File: config.mk
export PLATFORM = sky130hd
export DESIGN_NAME = jt10_adpcm_rom
export DESIGN_NICKNAME = d
export VERILOG_FILES = /design/src/rtl/jt10_adpcm_rom_pkg.sv /design/src/rtl/jt10_adpcm_rom_ch.sv /design/src/rtl/jt10_adpcm_rom.sv
export SDC_FILE = /design/constraint.sdc
export NUM_CORES = 1
export LEC_CHECK = 0
export ABC_AREA = 1
export BUFFER_PORTS_ARGS = -buffer_cell sky130_fd_sc_hd__buf_4
export CAP_MARGIN = 0
export CORE_UTILIZATION = 65
export CTS_CLUSTER_SIZE = 30
export DETAILED_ROUTE_END_ITERATION = 7
export GPL_TIMING_DRIVEN = 0
export PLACE_DENSITY = 0.85
export SLEW_MARGIN = 40
export SYNTH_ARGS = -nofsm -noshare
export SYNTH_HDL_FRONTEND = slang
export SYNTH_HIERARCHICAL = 1
export SYNTH_SLANG_ARGS = --single-unit
File: constraint.sdc
create_clock -name clk -period 6 [get_ports clk]
set_input_delay 1.8 -clock clk [delete_from_list [all_inputs] [get_ports clk]]
set_output_delay 1.8 -clock clk [all_outputs]
set_load 0.02 [all_outputs]
File: src/rtl/jt10_adpcm_rom_pkg.sv
// Shared types and widths for the jt10 ADPCM ROM responder.
package jt10_adpcm_rom_pkg;
    localparam int BYTE_AW = 26;
    localparam int WORD_AW = 25;

    typedef enum logic [1:0] {
        IDLE = 2'd0,
        RD_A = 2'd1,
        RD_B = 2'd2
    } state_t;
endpackage

File: src/rtl/jt10_adpcm_rom_ch.sv
// One ADPCM fetch channel: input registers, fetch-event detect, pending target,
// one-word cache and the byte returned to jt10.
module jt10_adpcm_rom_ch
    import jt10_adpcm_rom_pkg::*;
(
    input  logic               clk,
    input  logic               rst,
    input  logic [BYTE_AW-1:0] byte_addr,
    input  logic               roe_n,
    input  logic               grant,
    input  logic               done,
    input  logic [15:0]        rdata,
    output logic               req,
    output logic [WORD_AW-1:0] req_word,
    output logic               hit,
    output logic [7:0]         data_out
);
    logic [BYTE_AW-1:0] addr_q, addr_d, target, fl_addr, req_addr;
    logic               roe_q, roe_d, pending, valid, ev, miss;
    logic [WORD_AW-1:0] tag;
    logic [15:0]        cache;

    assign ev       = ~roe_q & (roe_d | (addr_q != addr_d));
    assign hit      = ev & valid & (tag == addr_q[BYTE_AW-1:1]);
    assign miss     = ev & ~hit;
    // A fresh miss bypasses the pending register so it can be granted in the same cycle.
    assign req      = pending | miss;
    assign req_addr = miss ? addr_q : target;
    assign req_word = req_addr[BYTE_AW-1:1];

    always_ff @(posedge clk) begin
        if (rst) begin
            addr_q   <= '0;
            addr_d   <= '0;
            roe_q    <= 1'b1;
            roe_d    <= 1'b1;
            target   <= '0;
            fl_addr  <= '0;
            pending  <= 1'b0;
            valid    <= 1'b0;
            tag      <= '0;
            cache    <= '0;
            data_out <= '0;
        end else begin
            addr_q <= byte_addr;
            roe_q  <= roe_n;
            addr_d <= addr_q;
            roe_d  <= roe_q;
            if (miss) target <= addr_q;
            if (grant) begin
                pending <= 1'b0;
                fl_addr <= req_addr;
            end else if (miss) begin
                pending <= 1'b1;
            end
            if (done) begin
                tag   <= fl_addr[BYTE_AW-1:1];
                cache <= rdata;
                valid <= 1'b1;
            end
            // A hit is the newer fetch, so it wins the output over a completing read.
            if (hit)
                data_out <= addr_q[0] ? cache[15:8] : cache[7:0];
            else if (done)
                data_out <= fl_addr[0] ? rdata[15:8] : rdata[7:0];
        end
    end
endmodule

File: src/rtl/jt10_adpcm_rom.sv
// YM2610 ADPCM-A/B ROM responder: two cached fetch channels sharing one
// 16-bit req/ack memory port through a round-robin arbiter.
module jt10_adpcm_rom
    import jt10_adpcm_rom_pkg::*;
#(
    parameter logic [BYTE_AW-1:0] A_BASE = 26'h0000000,
    parameter logic [BYTE_AW-1:0] B_BASE = 26'h2000000
) (
    input  logic               clk,
    input  logic               rst,
    input  logic [19:0]        adpcma_addr,
    input  logic [4:0]         adpcma_bank,
    input  logic               adpcma_roe_n,
    output logic [7:0]         adpcma_data,
    input  logic [23:0]        adpcmb_addr,
    input  logic               adpcmb_roe_n,
    output logic [7:0]         adpcmb_data,
    output logic [WORD_AW-1:0] mem_addr,
    output logic               mem_req,
    input  logic               mem_ack,
    input  logic [15:0]        mem_rdata
);
    state_t             state, state_nx;
    logic               last_b;
    logic               req_a, req_b, hit_a, hit_b;
    logic               grant_a, grant_b, done_a, done_b;
    logic [WORD_AW-1:0] word_a, word_b;
    logic [BYTE_AW-1:0] byte_a, byte_b;

    assign byte_a = A_BASE + {1'b0, adpcma_bank, adpcma_addr};
    assign byte_b = B_BASE + {2'b00, adpcmb_addr};

    jt10_adpcm_rom_ch u_ch_a (
        .clk(clk), .rst(rst), .byte_addr(byte_a), .roe_n(adpcma_roe_n),
        .grant(grant_a), .done(done_a), .rdata(mem_rdata),
        .req(req_a), .req_word(word_a), .hit(hit_a), .data_out(adpcma_data)
    );

    jt10_adpcm_rom_ch u_ch_b (
        .clk(clk), .rst(rst), .byte_addr(byte_b), .roe_n(adpcmb_roe_n),
        .grant(grant_b), .done(done_b), .rdata(mem_rdata),
        .req(req_b), .req_word(word_b), .hit(hit_b), .data_out(adpcmb_data)
    );

    always_comb begin
        state_nx = state;
        grant_a  = 1'b0;
        grant_b  = 1'b0;
        done_a   = 1'b0;
        done_b   = 1'b0;
        case (state)
            IDLE: begin
                if (req_a && (!req_b || last_b)) begin
                    grant_a  = 1'b1;
                    state_nx = RD_A;
                end else if (req_b) begin
                    grant_b  = 1'b1;
                    state_nx = RD_B;
                end
            end
            RD_A: if (mem_ack) begin
                done_a   = 1'b1;
                state_nx = IDLE;
            end
            RD_B: if (mem_ack) begin
                done_b   = 1'b1;
                state_nx = IDLE;
            end
            default: state_nx = IDLE;
        endcase
    end

    always_ff @(posedge clk) begin
        if (rst) begin
            state    <= IDLE;
            mem_req  <= 1'b0;
            mem_addr <= '0;
            last_b   <= 1'b1;
        end else begin
            state <= state_nx;
            if (grant_a) begin
                mem_req  <= 1'b1;
                mem_addr <= word_a;
                last_b   <= 1'b0;
            end else if (grant_b) begin
                mem_req  <= 1'b1;
                mem_addr <= word_b;
                last_b   <= 1'b1;
            end else if (done_a || done_b) begin
                mem_req <= 1'b0;
            end
        end
    end

    // Hits are resolved entirely inside the channels.
    logic unused_hits;
    assign unused_hits = hit_a ^ hit_b;
endmodule

# Word level (Yosys, flattened, before mapping)
# Cells that the tools add are included.
# totals
ff_bits,343
input_bits,70
output_inout_bits,42
wordCells,94
# op_classes
addsub,1
eq_ne,8
n_mux,29
bitwise,16
reduce_logical,13
# op_table
cell,n
$mux 8,8
$mux 26,2
$ne 26x26->1,2
$eq 25x25->1,2
$mux 25,2
$add 26x24->26 const A,1
$mux 1,13
$and 1x1->1,8
$mux 2,3
$reduce_bool 2->1,3
$reduce_or 2->1,3
$not 1->1,4
$or 1x1->1,4
$pmux 2 s2,1
$ne 3x3->1 const B,1
$reduce_bool 3->1,1
$eq 2x1->1 const B,1
$eq 2x2->1 const B,1
$logic_not 2->1,1
$logic_or 1x1->1,2
$ne 2x1->1 const B,1
$reduce_and 2->1,1
$logic_and 1x1->1,1
$logic_not 1->1,1

# Longest topological paths before layout
# depth
ltp_word,15
mapped_depth,20
mapped_depth_nobuf,18

# By module
# Netlist, hierarchy kept.
# modules_own_cells
mod,n_inst,cells_each,area_per_inst_um2,seq_area_each_um2
jt10_adpcm_rom_ch,2,1084,7196.9,3143.0
jt10_adpcm_rom,1,255,1715.4,580.6

# Worst setup path after synthesis
# OpenSTA, ideal clock, no wires.
# synth_timing
path_type,input-to-reg
start,input mem_ack
end,register u_ch_a.cache[7]
setup_ps,133
t_arrival_ps,2722
required_time_ps,5867
slack_ps,3145
stages,7
path_buffers,3
cell_sequence,nand2_1 -> inv_1 -> clkbuf_1 -> inv_1 -> clkbuf_1 -> clkbuf_1 -> a21oi_1
# synth_via
elab_chain_cells,2
# synth_rtl
item,line,text
"start, declared",jt10_adpcm_rom.sv:20,"input logic mem_ack,"
$mux 1,jt10_adpcm_rom.sv:61,RD_A: if (mem_ack) begin
$mux 1,jt10_adpcm_rom.sv:51,case (state)
net done_a,jt10_adpcm_rom.sv:26,"logic grant_a, grant_b, done_a, done_b;"
"end signal, assigned",jt10_adpcm_rom_ch.sv:58,cache <= rdata;
"end, declared",jt10_adpcm_rom_ch.sv:21,logic [15:0] cache;
# The timed path passes the listed nets, and every way through them passes these cells.
# A chain may end at the register's enable or synchronous reset.

# Final worst setup path
# layout_timing
start,register u_ch_b.addr_q[9]
end,register u_ch_a.fl_addr[11]
# layout_via
elab_chain_cells,13
word_cells_on_any_way,14
classes_between,2 x eq/ne; 2 x mux; 7 x bitwise; 3 x reduce/logical
# layout_rtl
item,line,text
"start, declared",jt10_adpcm_rom_ch.sv:18,"logic [BYTE_AW-1:0] addr_q, addr_d, target, fl_addr, req_addr;"
"start signal, assigned",jt10_adpcm_rom_ch.sv:45,addr_q <= byte_addr;
$ne 26x26->1,jt10_adpcm_rom_ch.sv:23,assign ev = ~roe_q & (roe_d | (addr_q != addr_d));
$or 1x1->1,jt10_adpcm_rom_ch.sv:23,
$and 1x1->1,jt10_adpcm_rom_ch.sv:23,
$and 1x1->1 (2 in series),jt10_adpcm_rom_ch.sv:24,assign hit = ev & valid & (tag == addr_q[BYTE_AW-1:1]);
$not 1->1,jt10_adpcm_rom_ch.sv:25,assign miss = ev & ~hit;
$and 1x1->1 *,jt10_adpcm_rom_ch.sv:25,
$or 1x1->1 *,jt10_adpcm_rom_ch.sv:27,assign req = pending | miss;
net req_b,jt10_adpcm_rom.sv:25,"logic req_a, req_b, hit_a, hit_b;"
$logic_not 1->1 *,jt10_adpcm_rom.sv:53,if (req_a && (!req_b || last_b)) begin
$logic_or 1x1->1 *,jt10_adpcm_rom.sv:53,
$logic_and 1x1->1 *,jt10_adpcm_rom.sv:53,
$mux 1 *,jt10_adpcm_rom.sv:53,
$mux 1 *,jt10_adpcm_rom.sv:51,
net grant_a,jt10_adpcm_rom.sv:26,
"end signal, assigned",jt10_adpcm_rom_ch.sv:52,fl_addr <= req_addr;
"end, declared",jt10_adpcm_rom_ch.sv:18,
# The timed path passes the listed nets; every way through them passes the cells marked *.

==> flow_summary_export.csv <==
group,metric,value,unit
timing,worst_pin_slew,0.7579,ns
critical_path,critPathSlowestCell,"dfxtp_1",
final_layout,syn2layout_area_growth,14.86,%
final_layout,final_common_cell,"nand2_1",
critical_path,crit_start,"u_ch_b/addr_q[9]$_SDFF_PP0_",
final_layout,nets,2645,
critical_path,path_cells,"inv_1, nand2_1, nand2_1, inv_1, nand2_1, nor2_1, nand2_1, nor2_1, nand2_1, nand3_2, nand2_1, nand2_2, nand3_4, inv_4, buf_6, buf_4, clkinv_1, clkbuf_1, nand2_1, a21oi_1",
floorplanning,die-area,25410,um^2
clocking,clock_latency,0.52,ns
timing,setup-violations-final,0,
clocking,cts_setup_buffers,0,
route,highest-signal-layer,"met4",
critical_path,reg2reg_from,"u_ch_b/addr_q[9]$_SDFF_PP0_",
flow_run,maxCapViolations,0,
clocking,cts.repair.resized,0,
final_layout,final_layout_size_suffix_gt1_share,12.37,%
critical_path,rrSetupSlack,2.39,ns
clocking,cts_buffers,37,
timing,tns,0,ns
timing,final_max_slew_viol_count,0,
place,routabilityCongestion,0.9718,
route,firstDrtPassIters,6,
clocking,cts-htree-levels,2,
power,power_density,314.6,nW/um^2
route,drtIter0Drc,1798,
final_layout,antenna_cells,0,
global_route,antenna_found_initial,0,
route,vias,15781,
critical_path,crit_path_end,"u_ch_a/fl_addr[11]$_SDFFE_PP0P_",
route,detail-route-antenna-nets,0,
power,power.leakage,9.431,nW
yosys,avgSynthCellArea,6.651,um^2
final_layout,layout_common_cells,"711 x nand2_1, 361 x inv_1, 343 x dfxtp_1",
route,drc,0,
hold_path,hold_class,"reg -> reg",
timing,finClkSkew,0.01543,ns
timing,layout_setup_ws,2.388,ns
place,io_buffers,111,
place,dpl_cell_area,17340,um^2
route,wl_per_cell,16.40,um
critical_path,reg2regPathDepth,20,
power,power_frac_seq,43.6,%
clocking,cts_tree,"yes",
floorplanning,chipWidth,159.4,um
critical_path,cp_slowest_stage_delay,0.43,ns
clocking,cts.clk_slew.worst_paths,0.06,ns
timing,hold_viol,0,
final_layout,design_area,18500,um^2
timing,slew_headroom,49.47,%
critical_path,critical_path_peak_fanout,10,
global_route,grt_max_degree,15,
route,vias_per_cell,5.408,
place,dp_hpwl,36.27,mm
floorplanning,initial_core_util,66.21,%
place,dp_slack,2.403,ns
timing,fin_crit,3.612,ns
critical_path,startpoint_type,"flop",
power,switching_share,29.10,%
global_route,grt_usage,37.72,%
yosys,syn_inst,2421,
floorplanning,die_h,159.4,um
power,irDropWorstVdd,0.0002149,V
floorplanning,core_area,24320,um^2
critical_path,cp_data_arrival_time,4.00,ns
clocking,cts-root-buf,"clkbuf_16",
run_status,status,"finished, final reports clean",
floorplanning,io_pins,112,
timing,rsz0062_at_grt,"no",
power,p_comb_share,18.6,%
critical_path,critical_path_class,"reg -> reg",
route,wl_met3,4.437,mm
clocking,cts_hold_buf,0,
global_route,grt_pass1_vias,14727,
route,wirelength,47.86,mm
yosys,yosys_warnings,6,
clocking,cts_max_path_buffers,3,
yosys,synth_area,16100,um^2
critical_path,critPathCaptureType,"flop",
global_route,grt_pass1_wl,75.93,mm
critical_path,path_common_cell,"nand2_1",
timing,fmax,276.8,MHz
timing,period_share,60.21,%
power,internal_power,0.004125,W
route,dr_wl_met2,21.36,mm
final_layout,fin_util,76.05,%
route,drt-met1-wl,20.88,mm
power,power.clock.fraction,37.8,%
critical_path,worstPathRequired,6.38,ns
power,p_sw,0.001694,W
global_route,overflow,0,
clocking,cts_sinks,343,
critical_path,reg2reg_to,"u_ch_a/fl_addr[11]$_SDFFE_PP0P_",
timing,whs,0.4614,ns
floorplanning,num_rows,57,
-- critical path: cells and delay by family, from the launching register on --
kind | cells | cell delay (ns)
compound gates | 1 | 0.07
simple gates | 12 | 1.57
buf+inv | 7 | 1.41
flops | 1 | 0.43
-- worst min-delay path by stage --
stage	startpoint	to	slack, ns	cells after the start
5_1_grt	u_ch_a/fl_addr[10]$_SDFFE_PP0P_	u_ch_a/fl_addr[10]$_SDFFE_PP0P_	0.48	2
4_1_cts	u_ch_b/cache[7]$_SDFFE_PP0P_	u_ch_b/cache[7]$_SDFFE_PP0P_	0.46	2
6_report	u_ch_b/cache[7]$_SDFFE_PP0P_	u_ch_b/cache[7]$_SDFFE_PP0P_	0.46	2
2_1_floorplan	u_ch_a/cache[7]$_SDFFE_PP0P_	u_ch_a/cache[7]$_SDFFE_PP0P_	0.43	2
3_5_place_dp	u_ch_b/cache[7]$_SDFFE_PP0P_	u_ch_b/cache[7]$_SDFFE_PP0P_	0.45	2
3_3_place_gp	u_ch_a/cache[7]$_SDFFE_PP0P_	u_ch_a/cache[7]$_SDFFE_PP0P_	0.44	2
-- power by group through the flow --
stage	logic (W)	registers, W	clock network [W]
5_1_grt	0.00119	0.00255	0.00231
3_3_place_gp	0.00102	0.00257	0
6_report	0.00108	0.00254	0.00220
3_5_place_dp	0.00104	0.00258	0
4_1_cts	0.00106	0.00253	0.00221
2_1_floorplan	0.000687	0.00260	0
-- stage by stage --
step,cells,total power (W)
floorplan,2422,0.003284
global placement,2857,0.003590
detailed placement,2857,0.003623
CTS,2918,0.005800
global route,2918,0.006047
finish,2918,0.005819
-- layer usage --
metal  up-vias  track usage [%]
met5         -                0
met1      7283            52.57
li1       7584                -
met2       814            60.33
met3       100            6.095
met4         0            10.84
-- registers in the layout, indices dropped and copies added, names as in the netlist, 2 cells and up --
register         count
u_ch_b/tag          25
u_ch_b/cache        16
u_ch_b/addr_q       26
u_ch_b/target       26
u_ch_a/target       26
u_ch_a/data_out      8
mem_addr            25
state                2
u_ch_a/addr_q       26
u_ch_a/fl_addr      26
u_ch_a/addr_d       26
u_ch_a/tag          25
u_ch_b/addr_d       26
u_ch_b/data_out      8
u_ch_a/cache        16
u_ch_b/fl_addr      26
-- layout make-up --
cell class | count | area, um^2
inverter | 380 | 1434
clock inverter | 13 | 123.9
multi-input combinational | 1550 | 6847
buffer | 149 | 958.4
sequential | 343 | 6867
timing repair buffer | 111 | 833.3
clock buffer | 48 | 1027
fill | 1905 | 5824
tap | 324 | 405.4
No activity file was read; power rests on OpenSTA's default activity.
